$ cat src/rtl/itof_share_pkg.sv
// Shared constants and types for the itof sharing controller.
package itof_share_pkg;

  localparam int unsigned ITOF_NSTAGE = 2;
  localparam int unsigned ITOF_NREQ   = 2;
  localparam int unsigned ITOF_TAGW   = 5;

  // Requester-id width, never narrower than one bit.
  function automatic int unsigned idw_of(int unsigned n);
    return (n > 2) ? $clog2(n) : 1;
  endfunction

  localparam int unsigned ITOF_IDW = idw_of(ITOF_NREQ);

  typedef struct packed {
    logic                v;
    logic [ITOF_IDW-1:0]  id;
    logic [ITOF_TAGW-1:0] tag;
  } inflight_t;

  typedef struct packed {
    logic [ITOF_IDW-1:0]  id;
    logic [ITOF_TAGW-1:0] tag;
    logic [31:0]          data;
  } resp_t;

endpackage

$ cat src/rtl/itof_share_ctrl_rr_arbiter.sv
// Round-robin arbiter: one-hot grant scanning upward from last grant + 1.
module rr_arbiter
  import itof_share_pkg::*;
#(
  parameter  int unsigned NREQ = 2,
  localparam int unsigned IDW  = idw_of(NREQ)
) (
  input  logic            clk,
  input  logic            rstn,
  input  logic [NREQ-1:0] valid,
  input  logic            block,
  output logic [NREQ-1:0] grant,
  output logic [IDW-1:0]  grant_idx
);

  logic [IDW-1:0] last;
  logic           found;

  // Two passes: indices above the last grant first, then wrap to the bottom.
  always_comb begin
    grant     = '0;
    grant_idx = '0;
    found     = 1'b0;
    if (!block) begin
      for (int unsigned i = 0; i < NREQ; i++) begin
        if (!found && valid[i] && (IDW'(i) > last)) begin
          grant[i]  = 1'b1;
          grant_idx = IDW'(i);
          found     = 1'b1;
        end
      end
      for (int unsigned i = 0; i < NREQ; i++) begin
        if (!found && valid[i] && (IDW'(i) <= last)) begin
          grant[i]  = 1'b1;
          grant_idx = IDW'(i);
          found     = 1'b1;
        end
      end
    end
  end

  always_ff @(posedge clk or negedge rstn) begin
    if (!rstn) begin
      last <= IDW'(NREQ - 1);
    end else if (found) begin
      last <= grant_idx;
    end
  end

endmodule

$ cat src/rtl/itof_share_ctrl.sv
// Shares one fixed-latency int-to-float unit between NREQ requesters.
// Optional ITOF_SHARE_PERF_EN adds grant and conflict counters.
module itof_share_ctrl
  import itof_share_pkg::*;
#(
  parameter  int unsigned NREQ   = ITOF_NREQ,
  parameter  int unsigned NSTAGE = ITOF_NSTAGE,
  parameter  int unsigned TAGW   = ITOF_TAGW,
  localparam int unsigned IDW    = idw_of(NREQ)
) (
  input  logic                 clk,
  input  logic                 rstn,
  input  logic [NREQ-1:0]      req_valid,
  output logic [NREQ-1:0]      req_ready,
  input  logic [NREQ*32-1:0]   req_data,
  input  logic [NREQ*TAGW-1:0] req_tag,
  input  logic                 flush,
  output logic [31:0]          unit_x,
  input  logic [31:0]          unit_y,
  output logic                 resp_valid,
  output logic [IDW-1:0]       resp_id,
  output logic [TAGW-1:0]      resp_tag,
  output logic [31:0]          resp_data
`ifdef ITOF_SHARE_PERF_EN
  ,
  output logic [NREQ*32-1:0]   perf_grant_cnt,
  output logic [31:0]          perf_conflict_cnt
`endif
);

  typedef struct packed {
    logic            v;
    logic [IDW-1:0]  id;
    logic [TAGW-1:0] tag;
  } slot_t;

  slot_t           shadow [NSTAGE];
  slot_t           head;
  logic [NREQ-1:0] grant;
  logic [IDW-1:0]  grant_idx;
  logic            xfer;
  logic [31:0]     data_sel;
  logic [TAGW-1:0] tag_sel;

  rr_arbiter #(.NREQ(NREQ)) u_arb (
    .clk       (clk),
    .rstn      (rstn),
    .valid     (req_valid),
    .block     (flush),
    .grant     (grant),
    .grant_idx (grant_idx)
  );

  assign req_ready = grant;
  assign xfer      = |grant;
  assign head      = shadow[NSTAGE-1];

  always_comb begin
    data_sel = '0;
    tag_sel  = '0;
    for (int unsigned i = 0; i < NREQ; i++) begin
      if (grant[i]) begin
        data_sel = req_data[i*32 +: 32];
        tag_sel  = req_tag[i*TAGW +: TAGW];
      end
    end
  end

  always_ff @(posedge clk or negedge rstn) begin
    if (!rstn) begin
      unit_x <= '0;
    end else if (xfer) begin
      unit_x <= data_sel;
    end
  end

  // Flush only kills valid bits; id/tag are don't-care once invalid.
  always_ff @(posedge clk or negedge rstn) begin
    if (!rstn) begin
      for (int unsigned i = 0; i < NSTAGE; i++) shadow[i] <= '0;
    end else if (flush) begin
      for (int unsigned i = 0; i < NSTAGE; i++) shadow[i].v <= 1'b0;
    end else begin
      shadow[0] <= '{v: xfer, id: grant_idx, tag: tag_sel};
      for (int unsigned i = 1; i < NSTAGE; i++) shadow[i] <= shadow[i-1];
    end
  end

  always_ff @(posedge clk or negedge rstn) begin
    if (!rstn) begin
      resp_valid <= 1'b0;
      resp_id    <= '0;
      resp_tag   <= '0;
      resp_data  <= '0;
    end else if (!flush && head.v) begin
      resp_valid <= 1'b1;
      resp_id    <= head.id;
      resp_tag   <= head.tag;
      resp_data  <= unit_y;
    end else begin
      resp_valid <= 1'b0;
    end
  end

`ifdef ITOF_SHARE_PERF_EN
  always_ff @(posedge clk or negedge rstn) begin
    if (!rstn) begin
      perf_grant_cnt    <= '0;
      perf_conflict_cnt <= '0;
    end else begin
      for (int unsigned i = 0; i < NREQ; i++) begin
        if (grant[i]) perf_grant_cnt[i*32 +: 32] <= perf_grant_cnt[i*32 +: 32] + 32'd1;
      end
      if (!flush && ($countones(req_valid) >= 2)) perf_conflict_cnt <= perf_conflict_cnt + 32'd1;
    end
  end
`endif

endmodule

$ cat config.mk
export PLATFORM = sky130hd
export DESIGN_NAME = itof_share_ctrl
export DESIGN_NICKNAME = d
export VERILOG_FILES = /design/src/rtl/itof_share_pkg.sv /design/src/rtl/itof_share_ctrl_rr_arbiter.sv /design/src/rtl/itof_share_ctrl.sv
export SDC_FILE = /design/constraint.sdc
export NUM_CORES = 1
export LEC_CHECK = 0
export ABC_AREA = 1
export CAP_MARGIN = 5
export CORE_MARGIN = 3
export CORE_UTILIZATION = 43
export DETAILED_ROUTE_END_ITERATION = 8
export PLACE_DENSITY = 0.86
export SYNTH_ARGS = -nofsm -noshare
export SYNTH_HDL_FRONTEND = slang
export SYNTH_SLANG_ARGS = --single-unit
$ cat constraint.sdc
create_clock -name clk -period 2.5 [get_ports clk]
set_input_delay 0.5 -clock clk [delete_from_list [all_inputs] [get_ports clk]]
set_output_delay 0.5 -clock clk [all_outputs]
set_load 0.01 [all_outputs]
==> out/metrics.cfg, run 1 <==
[outcome]
status=complete, no violations

[logic_synthesis]
syn-num-nets=521
yosysWarnings=0
syn_area_um2=3580
avgSynthCellArea_um2=8.73
syn_inst=410
ys_ff_latch=86
ys_seq_area_share_pct=60.2
yosysUniqueCellTypes=14

[worst_hold_path]
hp-class=in -> async

[route]
drc=0
vias=3535
ant_nets=0
drt_pass1_iterations=4
avgRoutedWirePerCell_um=15.2
vias_per_cell=5.11
wl_um=10500
drt_iter0_drc=136

[final_layout]
final_nets=696
final_common_cell=clkdlybuf4s50_1
layout_common_cells=clkdlybuf4s50_1, nand2_1, nand3_1, dfrtp_1
postLayoutCoreUtil_pct=71.8
nFillCells=602
antenna_cells=0
final_area_um2=5660
drive_above_1_share_pct=5.76
syn_to_final_growth_pct=58.2

[power_and_ir_drop]
seqPwrFrac_pct=46.3
p_leak_nw=2.64
p_sw_mw=1.07
power_mw=3.75
pwr-share-clk_pct=25.7
p_int_mw=2.68
vdd_drop_max_mv=0.280
p_per_area_nw_per_um2=662
swShare_pct=28.6
p_comb_share_pct=28.0

[placement]
port_buffers=183
place_ws_ns=0.0752
dpl_cell_area_um2=5460
dp.final_hpwl_um=7530
gp_congestion=0.841

[worst_setup_path]
crit_required_ns=2.00
critical_path_arrival_ns=1.91
cp-start-kind=primary input
path_class=in -> out
worst_setup_path_end_kind=primary output
critical_path.max_fanout=3

[timing]
period_needed_ns=2.41
finClkSkew_ns=0.00974
max_slew.worst_pin.slew_ns=0.750
hold_viol=0
setup_viol=0
slew_headroom_pct=50.0
maxSlewViolCount=0
tns_ns=0
finalCritPeriodShare_pct=96.2
fin_ws_ns=0.0945
timing.fmax_ghz=0.416
rsz0062_at_grt=no

[global_route]
grt_overflow=0
gr-usage-met1_pct=25.4
grt_util_met3_pct=9.33
grt_use_total_pct=22.1
gr-max-usage-layer=met2
grt_max_degree=62
grt_pass1_wl_um=17100
grtUsageMet2_pct=36.6
antenna_found_initial=0
first_global_vias=3657

[die]
rows=32
start_util_pct=45.4
coreArea_um2=7890
die_x_um=97.2
die_area_um2=9460
fp.dieH_um=97.2
io_pins=184

[clocking]
cts-resized-gates=0
numCtsBuffers=9
clock_latency_ns=0.35
htree_levels=3
clockBufferDepth=2
cts.sink_count=86
cts.clk_slew.worst_paths_ns=0.08
cts_hold_buf=0
post_cts_buffers=0
cts_root_buf=clkbuf_8
cts_tree=done

[flow_run]
drv_cap=0

final timing paths:
path	startpoint	endpoint	slack [ns]	cells past startpoint
max	req_valid[1]	req_ready[1]	0.09	6
min	rstn	resp_data[22]$_DFFE_PN0P_	0.21	1
max reg2reg	u_arb.last$_DFFE_PN1P_	unit_x[18]$_DFFE_PN0P_	1.09	5
min reg2reg	shadow[13]$_DFF_PN0_	head[6]$_DFF_PN0_	0.48	2
max in group asynchronous	rstn	resp_data[15]$_DFFE_PN0P_	1.57	2
min in group clk	shadow[13]$_DFF_PN0_	head[6]$_DFF_PN0_	0.48	2
stage by stage:
| stage | cells | hold slack, ns |
|---|---|---|
| 2_1_floorplan | 410 | 0.204 |
| 3_3_place_gp | 676 | 0.445 |
| 3_5_place_dp | 676 | 0.445 |
| 4_1_cts | 692 | 0.235 |
| 5_1_grt | 692 | 0.269 |
| 6_report | 692 | 0.205 |
worst max-delay path, cell delays in order:
cell and delay (ns):
clkdlybuf4s50_1 0.54, inv_2 0.05, a21oi_2 0.12, nand2_1 0.10, inv_1 0.06, clkdlybuf4s50_1 0.54
cell usage after synthesis:
master | count | area share (%)
inv_2 | 4 | 0.42
buf_4 | 4 | 0.84
dfstp_2 | 1 | 0.73
nand3_1 | 111 | 16
nor2_1 | 2 | 0.21
inv_1 | 9 | 0.94
a21oi_1 | 1 | 0.14
clkbuf_1 | 3 | 0.31
buf_2 | 19 | 2.7
o21ai_2 | 1 | 0.24
buf_6 | 2 | 0.63
o21ai_0 | 9 | 1.3
nand2_1 | 159 | 17
dfrtp_1 | 85 | 59
sequential cells by signal, indices dropped and copies added (netlist names):
signal      count
resp_data      32
unit_x         32
head            7
shadow          7
resp_tag        5
resp_id         1
resp_valid      1
u_arb.last      1
cell type report:
| cell class | instances | area (µm²) | area share (%) |
|---|---|---|---|
| timing repair buffer | 192 | 1910 | 33.7 |
| clock buffer | 9 | 124 | 2.19 |
| sequential | 86 | 2150 | 38.0 |
| clock inverter | 7 | 73.8 | 1.30 |
| tap | 102 | 128 | 2.25 |
| inverter | 13 | 48.8 | 0.862 |
| multi-input combinational | 283 | 1220 | 21.6 |
cells by family (layout without fill, tap and decap cells):
kind of cell / count (synthesis) / after routing / synth area share [%]
AOI/OAI and AO/OA: 11 / 11 / 1.64
and+or+nand+nor: 272 / 272 / 32.4
buffers and inverters: 41 / 221 / 5.80
DFF: 86 / 86 / 60.2
power by group through the flow:
stage | combinational [mW] | clock [mW] | sequential [mW]
after floorplan | 0.282 | 0 | 1.84
after global routing | 1.14 | 1.05 | 1.76
final | 1.05 | 0.965 | 1.73
after detailed placement | 1.06 | 0 | 1.76
after CTS | 1.06 | 0.996 | 1.73
after global placement | 1.03 | 0 | 1.75
per-layer routing:
| metal | vias up | share of wire (%) |
|---|---|---|
| met2 | 183 | 48 |
| met4 | 0 | 1.9 |
| met5 | - | 0 |
| met3 | 18 | 11 |
| met1 | 1656 | 39 |
| li1 | 1678 | - |
No activity file was read; power rests on OpenSTA's default activity.
==> run 2: changes to the inputs <==
--- a/config.mk
+++ b/config.mk
@@ -7,10 +7,10 @@
 export LEC_CHECK = 0
 export ABC_AREA = 1
 export CAP_MARGIN = 5
-export CORE_MARGIN = 3
+export CORE_MARGIN = 5
 export CORE_UTILIZATION = 43
 export DETAILED_ROUTE_END_ITERATION = 8
-export PLACE_DENSITY = 0.86
+export PLACE_DENSITY_LB_ADDON = 0.2
 export SYNTH_ARGS = -nofsm -noshare
 export SYNTH_HDL_FRONTEND = slang
 export SYNTH_SLANG_ARGS = --single-unit
==> run 2 against run 1 <==
Net effect: die area up 8.4%; routed wire length up 2.9%; clock power up 15%; critical path type unchanged; register-to-register slack worse by 0.03 ns; critical path depth unchanged; sequential share of layout area down 0.26 points; first-iteration DRC count down 5.9%; largest power group unchanged; count of clock-buffer cells in the layout up 3; clock skew up 0.0069 ns.
==> out/metrics.cfg, run 2 (synthesized netlist as in run 1, its figures left out) <==
[outcome]
status=complete, no violations

[route]
vias_per_cell=5.02  ; -1.7%
wl_um=10800  ; +2.9%
drt_iter0_drc=128  ; -5.9%
avgRoutedWirePerCell_um=15.5  ; +2.5%
drt_pass1_iterations=5  ; +1
ant_nets=0  ; unchanged
drc=0  ; unchanged
vias=3491  ; -1.2%

[worst_setup_path]
r2r_start=u_arb.last$_DFFE_PN1P_
r2r_slack_ns=1.06  ; -0.03 ns
cp_slowest_cell=clkdlybuf4s50_1
path_delay_family=buffers and inverters
worst-path-buf-inv=4  ; unchanged
cp-start-kind=primary input
critical_path_arrival_ns=1.89  ; -0.02 ns
critical_path.max_fanout=3  ; unchanged
reg2reg_to=unit_x[2]$_DFFE_PN0P_
crit_top_cell=clkdlybuf4s50_1
r2r_cells=5  ; unchanged
path_cells=clkdlybuf4s50_1 > inv_2 > nor2_2 > nand2_1 > inv_1 > clkdlybuf4s50_1
slowest_delay_ns=0.58  ; +0.04 ns
crit_required_ns=2.00  ; about the same
worst_setup_path_end_kind=primary output
path_class=in -> out

[clocking]
cts_tree=done
cts-resized-gates=0  ; unchanged
cts_root_buf=clkbuf_8
clock_latency_ns=0.34  ; about the same
clockBufferDepth=2  ; unchanged
htree_levels=3  ; unchanged
cts.clk_slew.worst_paths_ns=0.10  ; +0.02 ns
cts_hold_buf=0  ; unchanged
cts.sink_count=86  ; unchanged
numCtsBuffers=9  ; unchanged
post_cts_buffers=0  ; unchanged

[final_layout]
drive_above_1_share_pct=5.59  ; -0.17 points
antenna_cells=0  ; unchanged
largestRegisters=resp_data (32), unit_x (32)
syn_to_final_growth_pct=59.2
nFillCells=630  ; +4.7%
layout_common_cells=clkdlybuf4s50_1, nand2_1, nand3_1, dfrtp_1, clkbuf_8
final_area_um2=5700  ; +0.69%
final_nets=696  ; unchanged
final_common_cell=clkdlybuf4s50_1

[die]
fp.dieH_um=101  ; +4.1%
die_area_um2=10200  ; +8.4%
die_x_um=101  ; +4.1%
coreArea_um2=8180  ; +3.6%
start_util_pct=43.8  ; -1.6 points
rows=33  ; +3.1%
io_pins=184  ; unchanged

[placement]
port_buffers=183  ; unchanged
dp.final_hpwl_um=7780  ; +3.3%
dpl_cell_area_um2=5470  ; about the same
gp_congestion=0.823  ; -2.2%

[power_and_ir_drop]
power_mw=3.90  ; +3.9%
p_leak_nw=2.66  ; +0.67%
p_per_area_nw_per_um2=683  ; +3.2%
vdd_drop_max_mv=0.313  ; +12%

[timing]
holdWs_ns=0.185  ; -0.0207 ns
tns_ns=0  ; unchanged
timing.fmax_ghz=0.419  ; +0.69%
max_slew.worst_pin.slew_ns=0.652  ; -0.0980 ns
finalCritPeriodShare_pct=95.6  ; -0.66 points
slew_headroom_pct=56.6  ; +6.5 points
rsz0062_at_grt=no
hold_viol=0  ; unchanged
maxSlewViolCount=0  ; unchanged
finClkSkew_ns=0.0167  ; +0.00694 ns
setup_viol=0  ; unchanged
period_needed_ns=2.39  ; -0.0166 ns

[flow_run]
drv_cap=0  ; unchanged

[global_route]
antenna_found_initial=0  ; unchanged
grt_overflow=0  ; unchanged
grt_pass1_wl_um=17700  ; +3.1%
first_global_vias=3698  ; +1.1%
grt_max_degree=53  ; -15%
grt_use_total_pct=21.7  ; -0.42 points

[worst_hold_path]
hp-class=in -> async

run 2: cell types whose count changed in the layout (fill, tap and decap cells not counted):
cell | before | now
bufinv_16 | 1 | 2
clkbuf_1 | 0 | 1
clkbuf_8 | 9 | 11
clkinv_2 | 2 | 0
clkinv_4 | 2 | 1
clkinvlp_4 | 1 | 0
run 2: area by class of cell:
cell class | instances | area [µm²] | share of cell area (%)
inverters | 13 | 48.8 | 0.856
flip-flops and latches | 86 | 2150 | 37.8
multi-input cells | 283 | 1220 | 21.5
clock buffers | 12 | 155 | 2.72
repair buffers | 192 | 1910 | 33.5
clock inverters | 4 | 77.6 | 1.36
well taps | 105 | 131 | 2.30
run 2: worst max-delay path by stage:
stage,startpoint,end,depth (start not counted)
floorplan,u_arb.last$_DFFE_PN1P_,req_ready[0],6
global placement,flush,resp_data[10]$_DFFE_PN0P_,7
detailed placement,flush,resp_data[16]$_DFFE_PN0P_,7
CTS,req_valid[0],req_ready[0],6
global route,req_valid[0],req_ready[0],6
finish,req_valid[0],req_ready[0],6
run 2: report_power, final:
part	internal [mW]	switching, mW
clock network	0.624	0.488
registers	1.61	0.118
logic	0.600	0.453
run 2: metal layers:
| metal | share of wire [%] | routed length (µm) | vias up | GRT usage [%] |
|---|---|---|---|---|
| met5 | 0 | 0 | - | 0 |
| met4 | 2.3 | 248 | 0 | 8.59 |
| met3 | 10 | 1130 | 20 | 7.85 |
| met2 | 49 | 5330 | 150 | 35.7 |
| met1 | 38 | 4090 | 1646 | 26.0 |
| li1 | - | - | 1675 | - |
run 2: through the flow:
step	setup slack, ns	std cells	util [%]
2_1_floorplan	0.896	410	-
3_3_place_gp	0.0985	679	66.9
3_5_place_dp	0.0357	679	66.9
4_1_cts	0.105	695	69.7
5_1_grt	0.00884	695	69.7
6_report	0.111	695	69.7
